[src/rtl/alu_ctrl_pkg.sv]
// Shared encodings for the EX-stage ALU control unit and its RV32M engine.
// The mul/div types are only consumed when MULDIV_EN is defined.
package alu_ctrl_pkg;

   localparam logic [3:0] OP_AND  = 4'b0000;
   localparam logic [3:0] OP_OR   = 4'b0001;
   localparam logic [3:0] OP_ADD  = 4'b0010;
   localparam logic [3:0] OP_BGEU = 4'b0011;
   localparam logic [3:0] OP_SRL  = 4'b0100;
   localparam logic [3:0] OP_SUB  = 4'b0101;
   localparam logic [3:0] OP_SRA  = 4'b0110;
   localparam logic [3:0] OP_SLL  = 4'b0111;
   localparam logic [3:0] OP_BEQ  = 4'b1000;
   localparam logic [3:0] OP_BNE  = 4'b1001;
   localparam logic [3:0] OP_BLT  = 4'b1010;
   localparam logic [3:0] OP_BGE  = 4'b1011;
   localparam logic [3:0] OP_XOR  = 4'b1100;
   localparam logic [3:0] OP_SLTU = 4'b1101;
   localparam logic [3:0] OP_BLTU = 4'b1110;
   localparam logic [3:0] OP_SLT  = 4'b1111;

   localparam logic [1:0] ALUOP_MEM = 2'b00;
   localparam logic [1:0] ALUOP_BR  = 2'b01;
   localparam logic [1:0] ALUOP_ALU = 2'b10;
   localparam logic [1:0] ALUOP_JAL = 2'b11;

   localparam logic [6:0] F7_BASE   = 7'b0000000;
   localparam logic [6:0] F7_ALT    = 7'b0100000;
   localparam logic [6:0] F7_MULDIV = 7'b0000001;

   typedef enum logic [2:0] {
      MD_MUL, MD_MULH, MD_MULHSU, MD_MULHU, MD_DIV, MD_DIVU, MD_REM, MD_REMU
   } md_op_e;

   typedef enum logic [1:0] {IDLE, RUN, DONE} md_state_e;

endpackage

[src/rtl/muldiv_iter.sv]
// Iterative radix-2 RV32M engine: shift-add multiply, restoring divide on magnitudes.
// Compiled only when MULDIV_EN is defined.
`ifdef MULDIV_EN
module muldiv_iter
   import alu_ctrl_pkg::*;
#(
   parameter int unsigned XLEN = 32
) (
   input  logic            clk,
   input  logic            reset,
   input  logic            start,
   input  logic            flush,
   input  md_op_e          op,
   input  logic [XLEN-1:0] src_a,
   input  logic [XLEN-1:0] src_b,
   output logic            idle,
   output logic            running,
   output logic            done,
   output logic [XLEN-1:0] result
);
   localparam int unsigned CW = $clog2(XLEN + 1);
   localparam logic [XLEN-1:0] MIN_NEG = {1'b1, {(XLEN-1){1'b0}}};

   md_state_e       state;
   md_op_e          op_q;
   logic [CW-1:0]   count;
   logic [XLEN-1:0] hi, lo, mb;
   logic            sa_q, sb_q;

   logic            sa, sb, div_zero, div_ovf, is_div_q;
   logic [XLEN-1:0] ma, mb_in, special;
   logic [XLEN:0]   sum, shifted, diff;
   logic [XLEN-1:0] hi_nxt, lo_nxt, quo, rem, final_res;
   logic [2*XLEN-1:0] prod_raw, prod;

   assign idle    = (state == IDLE);
   assign running = (state == RUN);

   // Operand signs/magnitudes and the results that bypass iteration
   always_comb begin
      sa       = (op inside {MD_MULH, MD_MULHSU, MD_DIV, MD_REM}) & src_a[XLEN-1];
      sb       = (op inside {MD_MULH, MD_DIV, MD_REM}) & src_b[XLEN-1];
      ma       = sa ? -src_a : src_a;
      mb_in    = sb ? -src_b : src_b;
      div_zero = (op inside {MD_DIV, MD_DIVU, MD_REM, MD_REMU}) && (src_b == '0);
      div_ovf  = (op inside {MD_DIV, MD_REM}) && (src_a == MIN_NEG) && (src_b == '1);
      if (div_zero) special = (op inside {MD_DIV, MD_DIVU}) ? '1 : src_a;
      else          special = (op == MD_DIV) ? MIN_NEG : '0;
   end

   // One radix-2 step; {hi,lo} is product accumulator or remainder/quotient pair
   always_comb begin
      is_div_q = op_q inside {MD_DIV, MD_DIVU, MD_REM, MD_REMU};
      sum      = {1'b0, hi} + (lo[0] ? {1'b0, mb} : {(XLEN+1){1'b0}});
      shifted  = {hi, lo[XLEN-1]};
      diff     = shifted - {1'b0, mb};
      if (is_div_q) begin
         if (shifted >= {1'b0, mb}) begin
            hi_nxt = diff[XLEN-1:0];
            lo_nxt = {lo[XLEN-2:0], 1'b1};
         end else begin
            hi_nxt = shifted[XLEN-1:0];
            lo_nxt = {lo[XLEN-2:0], 1'b0};
         end
      end else begin
         hi_nxt = sum[XLEN:1];
         lo_nxt = {sum[0], lo[XLEN-1:1]};
      end
   end

   // Sign fix-up of the final step's outcome
   always_comb begin
      prod_raw = {hi_nxt, lo_nxt};
      prod     = (sa_q ^ sb_q) ? -prod_raw : prod_raw;
      quo      = (sa_q ^ sb_q) ? -lo_nxt : lo_nxt;
      rem      = sa_q ? -hi_nxt : hi_nxt;
      unique case (op_q)
         MD_MUL:                       final_res = prod[XLEN-1:0];
         MD_MULH, MD_MULHSU, MD_MULHU: final_res = prod[2*XLEN-1:XLEN];
         MD_DIV, MD_DIVU:              final_res = quo;
         default:                      final_res = rem;
      endcase
   end

   always_ff @(posedge clk) begin
      if (reset) begin
         state  <= IDLE;
         count  <= '0;
         done   <= 1'b0;
         result <= '0;
         op_q   <= MD_MUL;
         sa_q   <= 1'b0;
         sb_q   <= 1'b0;
         hi     <= '0;
         lo     <= '0;
         mb     <= '0;
      end else begin
         done <= 1'b0;
         if (flush) begin
            state <= IDLE;
            count <= '0;
         end else begin
            unique case (state)
               IDLE: if (start) begin
                  op_q <= op;
                  sa_q <= sa;
                  sb_q <= sb;
                  mb   <= mb_in;
                  if (div_zero || div_ovf) begin
                     state  <= DONE;
                     done   <= 1'b1;
                     result <= special;
                  end else begin
                     state <= RUN;
                     count <= CW'(XLEN);
                     hi    <= '0;
                     lo    <= ma;
                  end
               end
               RUN: begin
                  hi    <= hi_nxt;
                  lo    <= lo_nxt;
                  count <= count - CW'(1);
                  if (count == CW'(1)) begin
                     state  <= DONE;
                     done   <= 1'b1;
                     result <= final_res;
                  end
               end
               default: state <= IDLE;
            endcase
         end
      end
   end

endmodule
`endif

[src/rtl/alu_ctrl_seq.sv]
// EX-stage ALU control: ALUOp/Funct3/Funct7 decode plus, with MULDIV_EN defined,
// a multi-cycle RV32M engine that holds the pipeline via Stall/MdValid.
module alu_ctrl_seq
   import alu_ctrl_pkg::*;
#(
   parameter int unsigned XLEN = 32
) (
   input  logic            clk,
   input  logic            reset,
   input  logic            InValid,
   input  logic            RType,
   input  logic [1:0]      ALUOp,
   input  logic [6:0]      Funct7,
   input  logic [2:0]      Funct3,
   input  logic [XLEN-1:0] SrcA,
   input  logic [XLEN-1:0] SrcB,
   input  logic            Flush,
   output logic [3:0]      Operation,
   output logic            IllegalOp,
   output logic            Stall,
   output logic            MdValid,
   output logic [XLEN-1:0] MdResult
);
`ifdef MULDIV_EN
   logic is_mop;
`endif

   always_comb begin
      Operation = OP_ADD;
      IllegalOp = 1'b0;
`ifdef MULDIV_EN
      is_mop    = 1'b0;
`endif
      unique case (ALUOp)
         ALUOP_MEM: Operation = OP_ADD;
         ALUOP_JAL: Operation = OP_AND;
         ALUOP_BR: begin
            unique case (Funct3)
               3'b000:  Operation = OP_BEQ;
               3'b001:  Operation = OP_BNE;
               3'b100:  Operation = OP_BLT;
               3'b101:  Operation = OP_BGE;
               3'b110:  Operation = OP_BLTU;
               3'b111:  Operation = OP_BGEU;
               default: begin
                  Operation = OP_AND;
                  IllegalOp = 1'b1;
               end
            endcase
         end
         default: begin
            if (RType && Funct7 == F7_MULDIV) begin
`ifdef MULDIV_EN
               is_mop    = 1'b1;
               Operation = OP_ADD;
`else
               Operation = OP_AND;
               IllegalOp = 1'b1;
`endif
            end else begin
               unique case (Funct3)
                  3'b000:  Operation = (RType && Funct7 == F7_ALT) ? OP_SUB : OP_ADD;
                  3'b001:  Operation = OP_SLL;
                  3'b010:  Operation = OP_SLT;
                  3'b011:  Operation = OP_SLTU;
                  3'b100:  Operation = OP_XOR;
                  3'b101:  Operation = (Funct7 == F7_ALT) ? OP_SRA : OP_SRL;
                  3'b110:  Operation = OP_OR;
                  default: Operation = OP_AND;
               endcase
               // I-type Funct7 bits are immediate, so only R-type is policed
               if (RType && Funct7 != F7_BASE && Funct7 != F7_ALT)
                  IllegalOp = 1'b1;
               if (RType && Funct7 == F7_ALT && Funct3 != 3'b000 && Funct3 != 3'b101)
                  IllegalOp = 1'b1;
            end
         end
      endcase
   end

`ifdef MULDIV_EN
   logic issue, md_idle, md_run;

   // Engine only accepts from IDLE; in DONE the EX instruction is the completing one
   assign issue = InValid & is_mop & ~Flush & md_idle;
   assign Stall = (issue | md_run) & ~Flush;

   muldiv_iter #(.XLEN(XLEN)) u_muldiv (
      .clk     (clk),
      .reset   (reset),
      .start   (issue),
      .flush   (Flush),
      .op      (md_op_e'(Funct3)),
      .src_a   (SrcA),
      .src_b   (SrcB),
      .idle    (md_idle),
      .running (md_run),
      .done    (MdValid),
      .result  (MdResult)
   );
`else
   logic unused_md;

   assign Stall     = 1'b0;
   assign MdValid   = 1'b0;
   assign MdResult  = '0;
   assign unused_md = ^{clk, reset, InValid, Flush, SrcA, SrcB};
`endif

endmodule

[config.mk]
export PLATFORM = sky130hd
export DESIGN_NAME = alu_ctrl_seq
export DESIGN_NICKNAME = d
export VERILOG_FILES = /design/src/rtl/alu_ctrl_pkg.sv /design/src/rtl/muldiv_iter.sv /design/src/rtl/alu_ctrl_seq.sv
export SDC_FILE = /design/constraint.sdc
export NUM_CORES = 1
export LEC_CHECK = 0
export ABC_AREA = 1
export CAP_MARGIN = 5
export CORE_MARGIN = 2
export CORE_UTILIZATION = 21
export DETAILED_ROUTE_END_ITERATION = 6
export PLACE_DENSITY_LB_ADDON = 0.05
export SETUP_SLACK_MARGIN = 0.2
export SLEW_MARGIN = 5
export SYNTH_ARGS = -nofsm -noshare
export SYNTH_HDL_FRONTEND = slang
export SYNTH_SLANG_ARGS = --single-unit
[constraint.sdc]
create_clock -name vclk -period 1.2
set_input_delay 0.12 -clock vclk [all_inputs]
set_output_delay 0.12 -clock vclk [all_outputs]
set_load 0.02 [all_outputs]
======== Word level (Yosys, flattened, before mapping) ========
Cells that the tools add are included.
storage, ports and cells
  bits in registers ....................... 0
  input port bits ......................... 81
  output and inout port bits .............. 39
  word-level logic and storage cells ...... 36
cells by class
  eq/ne operators ......................... 13
  multiplexer cells ....................... 11
  reductions and logical operators ........ 12
operator list
  kind                                                                   count
  4-bit case mux with 7 select lines                                     1
  4-bit case mux with 6 select lines                                     1
  3-bit equality test, second input constant                             4
  4-bit case mux with 3 select lines                                     1
  7-bit by 1-bit equality test with 1-bit output, second input constant  1
  7-bit by 6-bit equality test with 1-bit output, second input constant  1
  7-bit by 6-bit != test with 1-bit output, second input constant        1
  7-bit nonzero test                                                     1
  3-bit by 2-bit equality test with 1-bit output, second input constant  2
  1-bit logical AND                                                      6
  6-bit OR reduction                                                     1
  1-bit two-way mux                                                      4
  4-bit two-way mux                                                      1
  3-bit by 1-bit equality test with 1-bit output, second input constant  1
  3-bit logical NOT                                                      1
  3-bit two-way mux                                                      1
  3-bit != test, second input constant                                   1
  3-bit nonzero test                                                     1
  2-bit by 1-bit equality test with 1-bit output, second input constant  1
  2-bit equality test, second input constant                             1
  2-bit logical NOT                                                      1
  2-bit two-way mux                                                      1
  1-bit case mux with 2 select lines                                     1
  2-bit OR reduction                                                     1

======== Longest topological paths before layout ========
Gate-level depths: netlist of run 1.
  word-level depth ........................ 7
  gate-level depth with buffers ........... 8
  gate-level depth less buffers ........... 8

======== Least setup slack after synthesis of run 1 ========
No wires, ideal clock.
  kind .................................... input-to-output
  start ................................... in Funct7[4]
  end ..................................... out Operation[2]
  data arrival time ....................... 0.800 ns
  required time ........................... 1.080 ns
  setup slack ............................. 0.280 ns
  stages .................................. 7
  buffers on the path ..................... 0
  path through ............................ nor2_2 nand2_2 nor2_4 nand2_2 nand2_2 inv_2 o21ai_2
between the ends
  longest elaborated chain between the ends .. 6
  elaborated cells on any way between the ends .. 8
  classes of those cells .................. 2 x eq/ne; 4 x mux; 2 x reduce/logical
ends and longest elaborated chain
  what                                            line                source
  start, declared                                 alu_ctrl_seq.sv:13  input logic [6:0] Funct7,
  7-bit by 6-bit equality test with 1-bit output  alu_ctrl_seq.sv:62  3'b000: Operation = (RType && Funct7 == F7_ALT) ? OP_SUB : OP_ADD;
  1-bit logical AND                               alu_ctrl_seq.sv:62
  3-bit two-way mux                               alu_ctrl_seq.sv:62
  4-bit case mux with 7 select lines              alu_ctrl_seq.sv:61  unique case (Funct3)
  4-bit two-way mux (*)                           alu_ctrl_seq.sv:52  if (RType && Funct7 == F7_MULDIV) begin
  4-bit case mux with 3 select lines (*)          alu_ctrl_seq.sv:34  unique case (ALUOp)
  end, declared                                   alu_ctrl_seq.sv:18  output logic [3:0] Operation,
Mark *: on every way between the ends. The rest lies on a longest branch, timed or not.

======== Worst setup path in the final report of run 1 ========
Same ends and word-level chain as after synthesis.

==> metrics, run 1 <==
run status=complete, no violations; max incr delay on CP=130 ps; Ant. Diodes=0; port bufs=18; RD Place Congestion=0.706; most common cell after layout, fill and taps aside=conb_1; Setup CP Type=input pin to primary output; Die W=56.8 um; power per cell area=394 nW/um^2; clock share of power=0%; row count=19; crit path max fanout=3; Synth Cell Area=586 um^2; vias in the first global route=489; setup tns final=0 ps; Combinational Power Share=100.0%; Startpoint Class=input pin; CTS Hold Bufs=0; CP required=1080 ps; RSZ-0062 raised after global routing=true; DP HPWL=982 um; Synth area leaders=buf_4 (44%), nand2_1 (12%), nand3_1 (6.8%), inv_1 (6.4%), nand2_2 (5.3%); Reg power frac=0%; first-pass GRT wire length=1940 um; Yosys top cell area share=43.6%; Register Area=0 um^2; Final #Nets=214; VDD IR max=0.000151 V; seq_cells=0; post-synthesis sequential area ratio=0%; fin. max-slew vios=0; Fin. Hold Viols=0; GRT Util Overall=7.02%; Bufs and invs on worst path=3; min cycle time layout=1100 ps; max cap viols=0; post-synth cell types=17; layout cells sized above 1=48.9%; Yosys top cell by area=buf_4; Util after Layout=30.4%; grt ovf=0; clock buf count=0; starting density of the core=21.6%; most frequent cells in the layout=conb_1 (34), nand2_1 (15), buf_4 (15), buf_6 (10), nand2_2 (9); slowest CP cell=nor2_4; antenna violations before repair=0; post-DR wirelength/cell=7.70 um; Min-Delay Path Class=input pin to primary output; core area=2710 um^2; CP top delay family=simple AND/OR/NAND/NOR gates; Sw Ratio=64.6%; P_int=0.000115 W; Mapped Cells=103; period utilization=91.8%; Cell Chain, Critical Path=buf_6 > nor2_4 > nand2_2 > nor2_4 > nand2_2 > nand2_2 > inv_2 > o21ai_2 > buf_6; I/O Pins=120; initial DRC count=2; Area after DPL=729 um^2; Vias/cell=3.43; crit path DAT=980 ps; fin area=825 um^2; drt first pass iters=2; Post-DRT Antenna Nets=0; Area Overhead vs Synth=40.8%; Ys Warns=0; Lkg Pwr=0.475 nW; syn avg cell area=5.69 um^2; chip height=56.8 um; DRC errors left=0; Final Power=0.000324 W; # setup viols final=0; vias post-DR=555; Max Freq=0.908 GHz; final WL=1250 um; CP dominant cell by count=nand2_2; largest net degree at the start of global routing=8; NetSw=0.000209 W; crit end category=primary output; full die area=3230 um^2
[per-stage QoR]
stage	setup slack (ps)	cells	hold WS, ps
4_1_cts	100	161	743
5_1_grt	14.1	162	702
3_3_place_gp	-796	159	1430
6_report	98.1	162	651
2_1_floorplan	280	136	430
3_5_place_dp	-761	159	1430
[path summary, 6_finish.rpt]
path	startpoint	end	slack, ps	cells after the start
setup / recovery	Funct7[4]	Operation[2]	100	9
hold / removal	ALUOp[0]	Operation[2]	650	5
[Yosys cell counts (all sizes together)]
master,instances
nand2,24
buf,35
inv,15
nand3,8
nand4,1
and2,1
a21oi,2
o21ai,6
nor2,10
conb,1
[metal layers]
layer / global-route usage [%] / up-vias / share of wire [%]
li1: - / 299 / -
met1: 9.07 / 227 / 43
met2: 13.6 / 29 / 49
met3: 0.230 / 0 / 7.9
met4: 0 / 0 / 0
met5: 0 / - / 0
[kinds of logic after synthesis]
logic type | after synthesis | synth area share [%]
AOI/OAI and AO/OA | 8 | 8.76
buffers and inverters | 50 | 55.1
other | 1 | 0.640
and+or+nand+nor | 44 | 35.5
[area by class of cell]
cell class / instances / area, um^2
fill: 312 / 1890
inverter: 15 / 58.8
timing repair buffer: 30 / 256
multi-input combinational: 86 / 470
tap: 31 / 38.8
[power groups by stage]
stage          logic, W  registers [W]  clock network, W
2_1_floorplan  0.000266              0                 0
3_3_place_gp   0.000291              0                 0
3_5_place_dp   0.000287              0                 0
4_1_cts        0.000302              0                 0
5_1_grt        0.000353              0                 0
6_report       0.000324              0                 0
[worst min-delay path, stage by stage]
cell and delay, ps:
buf_2 110, nor2_4 40, nand4_1 70, o21ai_2 60, buf_6 120
[timing repair]
item                       4_1_cts  5_1_grt
pin swaps                       18       16
setup endpoints to repair        5        5
buffers inserted                 2        1
resized for setup               93       23
Power figures use the tool's default switching activity.
==> run 2: changes to the inputs <==
==> constraint.sdc (replaced) <==
create_clock -name vclk -period 1.2
set_input_delay 0.12 -clock vclk [all_inputs]
set_output_delay 0.12 -clock vclk [all_outputs]
set_load 0.005 [all_outputs]
==> metrics, run 2 (synthesis gave the netlist of run 1 again) <==
Fin. Hold Viols=0 (unchanged); VDD IR max=0.000103 V (-32%); # setup viols final=0 (unchanged); drt first pass iters=2 (unchanged); Max Freq=0.939 GHz (+3.5%); max cap viols=0 (unchanged); post-DR wirelength/cell=7.75 um (+0.54%); Vias/cell=3.58 (+4.6%); chip height=56.8 um (unchanged); DRC errors left=0 (unchanged); crit end category=primary output; crit path max fanout=3 (unchanged); core area=2710 um^2 (unchanged); P_int=0.000101 W (-12%); RD Place Congestion=0.703 (-0.40%); seq_cells=0 (unchanged); clock buf count=0 (unchanged); full die area=3230 um^2 (unchanged); Util after Layout=30.0% (-0.46 points); clock share of power=0% (unchanged); FILL cells=322 (+3.2%); Ant. Diodes=0 (unchanged); Area Overhead vs Synth=38.7%; Reg power frac=0% (unchanged); largest net degree at the start of global routing=7 (-1); RSZ-0062 raised after global routing=true; run status=complete, no violations; most frequent cells in the layout=conb_1 (34), nand2_1 (15), buf_4 (11), inv_1 (9); NetSw=0.000126 W (-40%); Cells on Worst Hold Path=5 (unchanged); Final #Nets=213 (-0.47%); layout cells sized above 1=47.7% (-1.2 points); crit path DAT=940 ps (-40 ps); vias in the first global route=478 (-2.2%); Startpoint Class=input pin; Multi-input gate area=492 um^2 (+4.5%); Final Power=0.000227 W (-30%); CP required=1080 ps (about the same); vias post-DR=577 (+4.0%); Register Area=0 um^2 (unchanged); Post-DRT Antenna Nets=0 (unchanged); Die W=56.8 um (unchanged); Min-Delay Path Class=input pin to primary output; first-pass GRT wire length=1920 um (-1.0%); Setup CP Type=input pin to primary output; worst hold path startpoint=ALUOp[0]; period utilization=88.7% (-3.1 points); fin. max-slew vios=0 (unchanged); grt ovf=0 (unchanged); power per cell area=279 nW/um^2 (-29%); antenna violations before repair=0 (unchanged); initial DRC count=3 (+1); Combinational Power Share=100.0% (about the same); starting density of the core=21.6% (unchanged); port bufs=18 (unchanged); final WL=1250 um (about the same); I/O Pins=120 (unchanged); GRT Util Overall=7.02% (unchanged); Sw Ratio=55.5% (-9.0 points); most common cell after layout, fill and taps aside=conb_1; row count=19 (unchanged); DP HPWL=1010 um (+3.2%); endpoint with the worst hold slack=Operation[1]; min cycle time layout=1060 ps (-37.1 ps); Lkg Pwr=0.485 nW (+2.1%)
-- run 2: cell types whose count changed in the layout (fill, tap and decap cells not counted), sizes merged --
| cell | previous run | this run |
|---|---|---|
| buf | 28 | 24 |
| clkbuf | 1 | 4 |
| clkdlybuf4s15 | 1 | 0 |
| dlygate4sd2 | 0 | 1 |
-- run 2: critical path: stages --
cell	delay, ps
buf_6	100
nor2_4	100
nand2_2	70
nor2_4	140
nand2_2	80
nand2_2	70
nand2_1	50
nand2_1	60
nand2_1	40
buf_2	120
-- run 2: per-layer routing --
metal,global-route usage (%),wire [um],up-vias
li1,-,-,299
met1,9.34,488,249
met2,13.1,642,29
met3,0.461,117,0
met4,0,0,0
met5,0,0,-
-- run 2: layout make-up --
class	count	share of cell area [%]
multi-input cells	86	60.6
repair buffers	29	27.4
inverters	15	7.24
well taps	31	4.78
-- run 2: worst max path at each step --
stage,from,end,slack [ps],depth (start not counted)
floorplan,Funct7[4],IllegalOp,390,7
global placement,Funct3[1],Operation[0],-690,9
detailed placement,Funct3[1],Operation[0],-660,9
CTS,Funct7[2],Operation[1],90,10
global route,Funct7[4],Operation[1],30,10
finish,Funct7[4],Operation[1],140,10
-- run 2: power by group through the flow --
stage,logic [W],registers (W),clock network [W]
6_report,0.000227,0,0
5_1_grt,0.000254,0,0
4_1_cts,0.000195,0,0
3_5_place_dp,0.000202,0,0
3_3_place_gp,0.000206,0,0
2_1_floorplan,0.000178,0,0
-- run 2: metrics by stage --
step	cell area (um^2)	worst slack [ps]	cells	hold slack, ps	TNS (ps)
floorplan	709	392	136	353	0
global placement	722	-687	158	1340	-3150
detailed placement	722	-660	158	1320	-3040
CTS	731	93.4	161	732	0
global route	812	30.9	161	696	0
finish	812	135	161	636	0
-- run 2: repair_timing --
action                                  4_1_cts  5_1_grt
endpoints found under the setup margin        5        5
hold buffers                                  0        0
pin swaps                                    20       21
resized for setup                            72       31
cloned                                        0        0
buffers inserted                              3        0
==> run 3: changes to the inputs <==
- SLEW_MARGIN: 5 -> 15
==> results of run 3 <==
Same layout as run 2: the final DEF is identical, and so are final timing and power.
==> edit: new RTL, config.mk and constraints of run 3 <==
Change the parameter `XLEN` from 32 to 36.
--- a/src/rtl/alu_ctrl_seq.sv
+++ b/src/rtl/alu_ctrl_seq.sv
@@ -3,7 +3,7 @@
 module alu_ctrl_seq
    import alu_ctrl_pkg::*;
 #(
-   parameter int unsigned XLEN = 32
+   parameter int unsigned XLEN = 36
 ) (
    input  logic            clk,
    input  logic            reset,
Ports: changed (resized MdResult, SrcA and SrcB); port bits go from 120 to 132. The function was not compared with the original's and may differ.
==> edit against run 3 <==
Power fell by 5.7%; wire length rose by 5.9%; combinational power fell by 6%; worst setup slack got worse by 0.052 ns; fmax fell by 4.7%; final area fell by 3.9%; cell count rose by 4.3%; first-iteration DRC count rose to 4.0 times the old value; area after synthesis rose by 5.1%; critical path type unchanged; highest routed layer unchanged.
==> edit: results (changes against run 3) <==
Worst min path class -> in -> out (unchanged)
Post-synth top cells -> buf_4 (38), nand2_1 (19), inv_1 (10) (was buf_4 (34), nand2_1 (19), inv_1 (10))
Seq cells -> 0 (unchanged)
Count of cell types in the netlist -> 17 (unchanged)
Yosys Warn Count -> 0 (unchanged)
CP top delay family -> simple AND/OR/NAND/NOR gates (unchanged)
Dpl cells -> 164 (was 158)
Largest net degree at the start of global routing -> 8 (was 7)
Critical path's largest stage delay -> 0.12 ns (was 0.14 ns)
Initial antenna violation count -> 0 (unchanged)
Vias post-DR -> 583 (was 577)
HPWL Detailed -> 1130 um (was 1010 um)
Routability Congestion -> 0.648 (was 0.703)
Vias in the first global route -> 485 (was 478)
Drt first-iter violations -> 12 (was 3)
WL final -> 1320 um (was 1250 um)
Final std cells w/o fill -> 168 (was 161)
Hold Crit Depth -> 5 (unchanged)
CP Data Arrival Time -> 1.00 ns (was 0.94 ns)
1st-pass router iterations -> 4 (was 2)
# clk buffers -> 0 (unchanged)
First-pass GRT wire length -> 2080 um (was 1920 um)
Mapped Cells -> 107 (was 103)
Layout cells sized above 1 -> 42.3% (was 47.7%)
Ranking of synthesized cells by area -> buf_4 (46%), nand2_1 (12%), nand3_1 (6.5%), inv_1 (6.1%), nand2_2 (5.1%) (was buf_4 (44%), nand2_1 (12%), nand3_1 (6.8%), inv_1 (6.4%), nand2_2 (5.3%))
Seq/Total Area, Yosys -> 0% (unchanged)
Fin nets -> 228 (was 213)
Status -> finished, final reports clean (unchanged)
Starting density of the core -> 22.1% (was 21.6%)
Total Routing Usage GR -> 7.44% (was 7.02%)
FILL cells -> 320 (was 322)
Worst IR Drop VDD -> 0.103 mV (about the same)
ANT cells -> 0 (unchanged)
Critical path fanouts, max -> 2 (was 3)
Slowest cell on the critical path -> nor2_4 (unchanged)
Input/output buffers -> 18 (unchanged)
Lkg Pwr -> 0.486 nW (was 0.485 nW)
==> edit: cells by family after synthesis <==
family          share of synthesized area, %
other cells                            0.609
buf+inv                                 57.3
simple gates                            33.7
compound gates                          8.33
==> edit: final timing paths <==
check                     start            to  slack, ns
worst max-delay path  Funct7[6]     IllegalOp       0.08
worst min-delay path   ALUOp[1]  Operation[1]       0.63
==> edit: area by class of cell <==
class / instances / area share, %
Multi-Input combinational cell: 90 / 58.7
Timing Repair Buffer: 32 / 29.2
Inverter: 15 / 7.21
Tap cell: 31 / 4.97
==> edit: routing by layer <==
layer / global-route usage, % / wire length [um] / vias to the layer above
met3: 0.446 / 143 / 0
met1: 10.7 / 552 / 242
met5: 0 / 0 / -
li1: - / - / 307
met4: 0 / 0 / 0
met2: 13.0 / 624 / 34
==> edit: through the flow <==
step	setup WS [ns]	TNS, ns	instance area [um2]
finish	0.0832	0	781
global placement	-0.745	-3.48	752
detailed placement	-0.681	-3.23	752
CTS	0.0528	0	776
floorplan	0.392	0	754
global route	-0.00471	-0.00471	781
==> edit: what timing repair did <==
action,4_1_cts,5_1_grt
endpoints found under the hold margin,0,0
setup buffers,4,0
setup endpoints to repair,5,5
hold buffers,0,0
gates cloned,0,0
pin swaps,19,8
gates resized for setup,84,7
==> edit: power breakdown <==
part	internal [mW]	switching, mW	total [mW]
sequential	0	0	0
clock	0	0	0
combinational	0.0926	0.121	0.214
==> edit: worst min-delay path, delay by kind of cell <==
| kind | cells | cell delay [ns] |
|---|---|---|
| buffers and inverters | 3 | 0.27 |
| and+or+nand+nor | 1 | 0.06 |
| AOI/OAI and AO/OA | 1 | 0.06 |
